### config.mk
export PLATFORM = sky130hd
export DESIGN_NAME = ddr_rx_word_aligner
export DESIGN_NICKNAME = d
export VERILOG_FILES = /design/src/rtl/ddr_rx_word_aligner.sv
export SDC_FILE = /design/constraint.sdc
export NUM_CORES = 1
export LEC_CHECK = 0
export CORE_MARGIN = 2
export CORE_UTILIZATION = 30
export DETAILED_ROUTE_END_ITERATION = 12
export PLACE_DENSITY = 0.53
export SLEW_MARGIN = 0
export SYNTH_ARGS = -nofsm -noshare
export SYNTH_HDL_FRONTEND = slang
export SYNTH_SLANG_ARGS = --single-unit
### constraint.sdc
create_clock -name clk -period 2 [get_ports clk]
set_input_delay 0.2 -clock clk [delete_from_list [all_inputs] [get_ports clk]]
set_output_delay 0.2 -clock clk [all_outputs]
set_load 0.03 [all_outputs]
### src/rtl/ddr_rx_word_aligner.sv
// DDR lane word aligner: hunts a sync word in the two-bit-per-clock
// stream from the pin cell, confirms it, then emits aligned words.
module ddr_rx_word_aligner #(
  parameter int                WORD_W      = 8,
  parameter logic [WORD_W-1:0] SYNC_WORD   = 8'hB8,
  parameter int                SYNC_REPEAT = 2,
  parameter int                MAX_GAP     = 255
) (
  input  logic              clk,
  input  logic              rst,
  input  logic              en,
  input  logic              din0,
  input  logic              din1,
  input  logic              resync,
  output logic [WORD_W-1:0] out_data,
  output logic              out_valid,
  output logic              out_sync,
  output logic              locked,
  output logic              phase,
  output logic              lock_lost,
  output logic [7:0]        lock_loss_cnt
);

  localparam int HALF = WORD_W / 2;
  localparam int CW   = (HALF < 2) ? 1 : $clog2(HALF);
  localparam int GW   = (MAX_GAP < 2) ? 1 : $clog2(MAX_GAP + 1);

  localparam logic [CW-1:0] WLAST    = CW'(HALF - 1);
  localparam logic [GW-1:0] GAP_LAST =
    GW'((MAX_GAP == 0) ? 0 : MAX_GAP - 1);
  localparam logic [3:0]    REP      = 4'(SYNC_REPEAT);

  typedef enum logic [1:0] {
    HUNT    = 2'd0,
    CONFIRM = 2'd1,
    LOCKED  = 2'd2
  } state_e;

  state_e state_q, state_d;

  // Only the bits that can still land in the next window are kept.
  logic [WORD_W-2:0] sr_q, sr_d;
  logic [CW-1:0]     wcnt_q, wcnt_d;
  logic [3:0]        mcnt_q, mcnt_d;
  logic [GW-1:0]     gap_q, gap_d;
  logic [WORD_W-1:0] out_data_q, out_data_d;
  logic              out_valid_q, out_valid_d;
  logic              out_sync_q, out_sync_d;
  logic              phase_q, phase_d;
  logic              lock_lost_q, lock_lost_d;
  logic [7:0]        loss_cnt_q, loss_cnt_d;

  logic [WORD_W:0]   nsr;
  logic [WORD_W-1:0] w0;
  logic [WORD_W-1:0] w1;
  logic [WORD_W-1:0] word;
  logic              boundary;
  logic              hit0;
  logic              hit1;
  logic              word_sync;

  always_comb begin
    nsr       = {sr_q, din0, din1};
    w0        = nsr[WORD_W-1:0];
    w1        = nsr[WORD_W:1];
    word      = phase_q ? w1 : w0;
    boundary  = (wcnt_q == WLAST);
    hit0      = (w0 == SYNC_WORD);
    hit1      = (w1 == SYNC_WORD);
    word_sync = (word == SYNC_WORD);
  end

  always_comb begin
    state_d     = state_q;
    sr_d        = sr_q;
    wcnt_d      = wcnt_q;
    mcnt_d      = mcnt_q;
    gap_d       = gap_q;
    out_data_d  = out_data_q;
    out_valid_d = 1'b0;
    out_sync_d  = 1'b0;
    phase_d     = phase_q;
    lock_lost_d = 1'b0;
    loss_cnt_d  = loss_cnt_q;

    if (resync) begin
      state_d = HUNT;
      wcnt_d  = '0;
      mcnt_d  = '0;
      gap_d   = '0;
      if (en) begin
        sr_d = nsr[WORD_W-2:0];
      end
    end else if (en) begin
      sr_d   = nsr[WORD_W-2:0];
      wcnt_d = boundary ? '0 : wcnt_q + 1'b1;
      unique case (state_q)
        HUNT: begin
          if (hit0 || hit1) begin
            phase_d = !hit0;
            wcnt_d  = '0;
            mcnt_d  = 4'd1;
            gap_d   = '0;
            state_d = (SYNC_REPEAT == 1) ? LOCKED : CONFIRM;
          end
        end
        CONFIRM: begin
          if (boundary) begin
            if (word_sync) begin
              mcnt_d = mcnt_q + 4'd1;
              if (mcnt_q + 4'd1 == REP) begin
                state_d = LOCKED;
                gap_d   = '0;
              end
            end else begin
              state_d = HUNT;
              mcnt_d  = '0;
            end
          end
        end
        LOCKED: begin
          if (boundary) begin
            if (word_sync) begin
              gap_d       = '0;
              out_valid_d = 1'b1;
              out_data_d  = word;
              out_sync_d  = 1'b1;
            end else if (MAX_GAP != 0 && gap_q == GAP_LAST) begin
              state_d     = HUNT;
              gap_d       = '0;
              lock_lost_d = 1'b1;
              loss_cnt_d  = (loss_cnt_q == 8'hFF) ? loss_cnt_q
                                                  : loss_cnt_q + 8'd1;
            end else begin
              gap_d       = (gap_q == '1) ? gap_q : gap_q + 1'b1;
              out_valid_d = 1'b1;
              out_data_d  = word;
            end
          end
        end
        default: state_d = HUNT;
      endcase
    end
  end

  always_ff @(posedge clk) begin
    if (rst) begin
      state_q     <= HUNT;
      sr_q        <= '0;
      wcnt_q      <= '0;
      mcnt_q      <= '0;
      gap_q       <= '0;
      out_data_q  <= '0;
      out_valid_q <= 1'b0;
      out_sync_q  <= 1'b0;
      phase_q     <= 1'b0;
      lock_lost_q <= 1'b0;
      loss_cnt_q  <= '0;
    end else begin
      state_q     <= state_d;
      sr_q        <= sr_d;
      wcnt_q      <= wcnt_d;
      mcnt_q      <= mcnt_d;
      gap_q       <= gap_d;
      out_data_q  <= out_data_d;
      out_valid_q <= out_valid_d;
      out_sync_q  <= out_sync_d;
      phase_q     <= phase_d;
      lock_lost_q <= lock_lost_d;
      loss_cnt_q  <= loss_cnt_d;
    end
  end

  assign out_data      = out_data_q;
  assign out_valid     = out_valid_q;
  assign out_sync      = out_sync_q;
  assign locked        = (state_q == LOCKED);
  assign phase         = phase_q;
  assign lock_lost     = lock_lost_q;
  assign lock_loss_cnt = loss_cnt_q;

endmodule

==> results.toml, run 1 <==
[run_status]
status = "completed"

[sta]
tightest_slew_ns = 0.416
rsz0062_at_grt = "yes"
slew_violations = 0
finClkSkew_ns = 0.00785
fmax_ghz = 0.504
setup_viol = 0
hold_viol = 0
worst_slack_ns = 0.0171
worst_slew_margin_rel_pct = 71.6
finalCritPeriodShare_pct = 99.1
min_period_ns = 1.98

[clocking]
clkSinkCount = 43
clock_latency_ns = 0.29
cts_hold_buf = 0
h-tree-depth = 2
path_clk_slew_ns = 0.09
cts-root-buf = "clkbuf_8"
numCtsBuffers = 5
cts_max_path_buffers = 2
cts_tree = "built"

[power_and_ir_drop]
power_w = 0.00176
sw_frac_of_total_pct = 20.4
power.internal_w = 0.00140
switching_power_w = 0.000360
leakagePower_nw = 1.10
p_clk_share_pct = 45.8
pwr_density_cell_mw_per_mm2 = 557
seqPwrFrac_pct = 49.3
ir_drop_v = 0.000429
power.share.combinational_pct = 4.9

[drt]
drc = 0
drt_iter0_markers = 106
viasPerCell = 4.93
detail_route.wl_per_cell_um = 13.7
finalWirelength_um = 5640
postRouteAntennaNets = 0
drt_pre_antenna_iters = 4
vias = 2033

[synth]
synth-main-ff-cell = "dfxtp_1"
syn_avg_cell_area_sq_um = 9.08
synth_top_family_by_area = "simple AND/OR/NAND/NOR gates"
syn-num-nets = 258
yosys.area_share.adder_pct = 3.36
ys_async_sr_fraction_pct = 0
yosys_register_bits = 43
synthXorXnorAreaFrac_pct = 2.75
muxShareOfSynthArea_pct = 8.07
netlist_area_sq_mm = 0.00223
synth_cell_type_count = 54
yosysWarnings = 0
yosysSeqAreaShare_pct = 38.5
synth_edf_count = 0
synth-simple-area-share_pct = 27.3
synth_compound_area_share_pct = 15.9
synth_cells = 246

[setup_path]
worstPathRequired_ns = 2.19
cp_num_buf_inv = 1
cp-end-kind = "flop"
path_class = "reg -> reg"
critPathTopFamily = "simple AND/OR/NAND/NOR gates"
critical_path.slowest_cell = "or4b_4"
startpoint_type = "flop"
worstPathCellList = "and3b_1 > o221ai_2 > or4b_4 > o21ai_4 > nor4_1 > buf_4 > a32o_1"
arrival_ns = 2.17
crit_fanout = 4
cp_slowest_stage_delay_ns = 0.52

[cells_and_area]
fill_cells = 742
syn_to_final_growth_pct = 41.6
seq_area_sq_um = 868
insertedDiodeCount = 0
final_util_pct = 43.8
nets = 324
drive_gt1_share_pct = 28.4
multi_input_area_sq_mm = 0.00141

[place]
portBuffers = 26
globalplace.congestion = 0.859
place_ws_ns = -0.302
place_hpwl_um = 3920

[floorplanning]
die-area_sq_mm = 0.00815
core_sq_mm = 0.00721
rows = 31
start_util_pct = 31.0
die_h_um = 90.3
io-pin-count = 27
die_w_um = 90.3

[flow_run]
maxCapViolations = 0

[grt]
grtUsageTotal_pct = 13.6
grt-ovfl-total = 0
grt_pass1_wl_um = 9230
antenna_found_initial = 0
grt_max_degree = 29
grt_pass1_vias = 1952

[hold_path]
hold_class = "reg -> reg"
layout by cell type (no fill, tap or decap), types with 3 or more instances in the layout:
cell / instances
ha_1: 5
a32o_1: 5
a21oi_1: 7
nand3_1: 8
mux2i_1: 18
xor2_1: 6
clkdlybuf4s50_1: 26
nor3_1: 5
o21ai_0: 8
a211oi_1: 8
dfxtp_1: 37
nor3b_1: 3
nand4_1: 7
nand2_1: 13
buf_4: 42
and3_1: 6
nor2_1: 33
dfxtp_2: 6
inv_1: 6
a21oi_2: 3
clkbuf_8: 5
power by group through the flow:
stage	Sequential [W]	Combinational, W	Clock [W]
floorplan	0.000887	0.0000393	0
finish	0.000868	0.0000868	0.000808
CTS	0.000867	0.0000808	0.000824
global route	0.000869	0.0000948	0.000860
detailed placement	0.000887	0.0000800	0
global placement	0.000887	0.0000794	0
cells in the mapped netlist (2+ instances only):
cell	number	area (sq um)
clkbuf_1	5	18.8
nand3_1	9	45.0
dfxtp_1	43	861
nor2_1	33	124
nor3b_1	3	22.5
nor4_1	2	12.5
a211oi_1	8	60.1
a32o_1	5	50.1
nor3_1	7	35.0
and3_1	6	37.5
or2_2	3	18.8
nand4bb_1	3	33.8
inv_1	7	26.3
nand4_1	7	43.8
o211ai_1	2	15.0
nor2b_1	2	12.5
mux2i_1	18	180
nand3b_1	2	15.0
nand2_1	14	52.6
buf_4	4	30.0
ha_1	6	75.1
xor2_1	6	52.6
o21a_1	2	15.0
and4bb_2	3	37.5
o21ai_0	9	45.0
a21oi_1	9	45.0
per-stage QoR:
stage	instance area [sq um]	TNS (ns)	std cells	hold WS, ns
final	3160	0	412	0.476
after global routing	3160	-0.176	412	0.525
after detailed placement	2870	-3.77	400	0.460
after global placement	2870	-3.11	400	0.450
after floorplan	2230	0	246	0.347
after CTS	3020	0	408	0.471
state kept, by name, summed over array words and instances, names as in the netlist:
| name | count |
|---|---|
| lock_lost | 1 |
| state_q | 2 |
| sr_q | 7 |
| out_data | 8 |
| gap_q | 8 |
| out_valid | 1 |
| out_sync | 1 |
| wcnt_q | 2 |
| phase | 1 |
| lock_loss_cnt | 8 |
| mcnt_q | 4 |
logic make-up after synthesis:
| kind of cell | Yosys count |
|---|---|
| adders and majority gates | 6 |
| buffers and inverters | 18 |
| AOI/OAI and AO/OA | 47 |
| and+or+nand+nor | 107 |
| DFF | 43 |
| xor gates and xnor gates | 7 |
| muxes | 18 |
path summary, 6_finish.rpt:
kind	slack, ns	depth (start not counted)	end	startpoint
worst min register to register	0.48	2	wcnt_q[1]	wcnt_q[1]
worst max-delay path	0.02	7	gap_q[6]	sr_q[1]
worst min-delay path	0.48	2	wcnt_q[1]	wcnt_q[1]
worst max register to register	0.02	7	gap_q[6]	sr_q[1]
what timing repair did:
action	CTS	global route
gates cloned	0	0
buffers inserted	0	5
pin swaps	1	13
resized for setup	6	23
setup endpoints to repair	12	19
hold endpoints to repair	0	0
worst reg2reg max path: stages, from the launching register on:
cell and delay, ns:
dfxtp_2 0.38, and3b_1 0.22, o221ai_2 0.25, or4b_4 0.52, o21ai_4 0.10, nor4_1 0.07, buf_4 0.15, a32o_1 0.19
metal layers:
metal | vias up | share of wire [%] | global-route usage, %
met2 | 30 | 46 | 21.6
met3 | 2 | 2.1 | 2.34
met4 | 0 | 0.60 | 3.46
met5 | - | 0 | 0
met1 | 966 | 51 | 19.0
li1 | 1035 | - | -
cell type report:
class | count | share of cell area (%)
inverter | 7 | 0.831
clock inverter | 2 | 1.90
sequential | 43 | 27.5
timing repair buffer | 70 | 19.2
multi-input combinational | 185 | 44.4
clock buffer | 6 | 2.29
tap | 99 | 3.92
(Power assumes the default switching activity.)
==> inputs of run 2 (changes only) <==
--- a/config.mk
+++ b/config.mk
@@ -8,6 +8,7 @@
 export CORE_MARGIN = 2
 export CORE_UTILIZATION = 30
 export DETAILED_ROUTE_END_ITERATION = 12
+export MAX_ROUTING_LAYER = met4
 export PLACE_DENSITY = 0.53
 export SLEW_MARGIN = 0
 export SYNTH_ARGS = -nofsm -noshare
==> run 2 against run 1 <==
Against the previous run:
- sequential cell count is the same
- design area did not move
- die area did not move
- sequential power about the same
- routed wire length is essentially flat
- first-iteration DRC count grew 3.8%
- combinational power about the same
- register-to-register slack barely moved
- sequential share of layout area did not move
- hold slack about the same
- clock skew barely moved
- critical path type unchanged
- largest cell class unchanged
- highest routed layer unchanged
==> results.toml, run 2 (synthesis gave the netlist of run 1 again) <==
[power_and_ir_drop]
leakagePower_nw = 1.10
ir_drop_v = 0.000429
pwr_density_cell_mw_per_mm2 = 557

[place]
dp_cells = 400
place_hpwl_um = 3920
place_ws_ns = -0.302
globalplace.congestion = 0.873
portBuffers = 26

[clocking]
cts_tree = "built"
clock_latency_ns = 0.30
numCtsBuffers = 5
cts_hold_buf = 0
cts-root-buf = "clkbuf_8"
clkSinkCount = 43
h-tree-depth = 2
path_clk_slew_ns = 0.09
cts_max_path_buffers = 2

[cells_and_area]
fin_cells = 412
insertedDiodeCount = 0
syn_to_final_growth_pct = 41.6
drive_gt1_share_pct = 28.4
fill_cells = 742
final_common_cell = "buf_4"
nets = 324
layout_common_cells = "buf_4 (42), dfxtp_1 (37), nor2_1 (33)"

[sta]
fin_setup_tns_ns = 0
min_period_ns = 1.98
worst_slack_ns = 0.0177
tightest_slew_ns = 0.416
fmax_ghz = 0.504
setup_viol = 0
slew_violations = 0
finClkSkew_ns = 0.00783
finalCritPeriodShare_pct = 99.1
hold_ws_ns = 0.476
rsz0062_at_grt = "yes"
worst_slew_margin_rel_pct = 71.6
hold_viol = 0

[setup_path]
arrival_ns = 2.17
worstPathRequired_ns = 2.19
worstRegToRegCells = 7
cp-end-kind = "flop"
path_class = "reg -> reg"
critical_path.slowest_cell = "or4b_4"
crit_fanout = 4
cp_slowest_stage_delay_ns = 0.52
regToRegSetupSlack_ns = 0.02
worstPathCellList = "and3b_1 > o221ai_2 > or4b_4 > o21ai_4 > nor4_1 > buf_4 > a32o_1"
startpoint_type = "flop"

[run_status]
status = "completed"

[drt]
vias = 2038
postRouteAntennaNets = 0
drt_iter0_markers = 110
detail_route.wl_per_cell_um = 13.7
drt_pre_antenna_iters = 4
finalWirelength_um = 5630
viasPerCell = 4.95
drc = 0

[floorplanning]
die-area_sq_mm = 0.00815
die_w_um = 90.3
rows = 31
start_util_pct = 31.0
io-pin-count = 27
core_sq_mm = 0.00721
die_h_um = 90.3

[grt]
grt_pass1_vias = 1950
grt_pass1_wl_um = 9230
grtUsageTotal_pct = 13.9
antenna_found_initial = 0
grt-ovfl-total = 0
grt_max_degree = 29

[hold_path]
hold_class = "reg -> reg"
min_path_cells = 2

[flow_run]
maxCapViolations = 0
run 2: final cells by class:
type	count	area (sq um)	area share [%]
tap	99	124	3.92
multi-input combinational	185	1410	44.4
sequential	43	868	27.5
clock inverter	2	60.1	1.90
timing repair buffer	70	607	19.2
clock buffer	6	72.6	2.29
inverter	7	26.3	0.831
run 2: timing repair:
item | CTS | global route
endpoints found under the setup margin | 12 | 19
gates resized for setup | 6 | 23
setup buffers | 0 | 5
pin swaps | 1 | 13
run 2: per-layer routing:
layer / GRT usage (%) / up-vias / share of wire (%)
met5: - / - / 0
met1: 19.0 / 967 / 51
met4: 3.46 / 0 / 0.60
met3: 2.34 / 2 / 2.2
li1: - / 1037 / -
met2: 21.6 / 32 / 46
run 2: worst max-delay path, delay by kind of cell, from the launching register on:
kind | cells | cell delay [ns]
AOI/OAI and AO/OA | 3 | 0.54
buffers and inverters | 1 | 0.15
DFF | 1 | 0.38
and+or+nand+nor | 3 | 0.81
run 2: worst paths after layout:
check / start / end
setup / recovery: sr_q[1] / gap_q[6]
setup reg to reg: sr_q[1] / gap_q[6]
hold / removal: wcnt_q[1] / wcnt_q[1]
hold reg to reg: wcnt_q[1] / wcnt_q[1]
run 2: per-stage QoR:
step,cell area (sq um),total power (W),util (%)
2_1_floorplan,2230,0.000927,-
3_3_place_gp,2870,0.000967,39.7
3_5_place_dp,2870,0.000967,39.7
4_1_cts,3020,0.00177,41.8
5_1_grt,3160,0.00182,43.8
6_report,3160,0.00176,43.8
run 2: where the power goes:
group	internal, W	switching, W	leakage, nW
clock	0.000499	0.000308	0.0654
combinational	0.0000413	0.0000454	0.680
sequential	0.000861	0.00000661	0.350
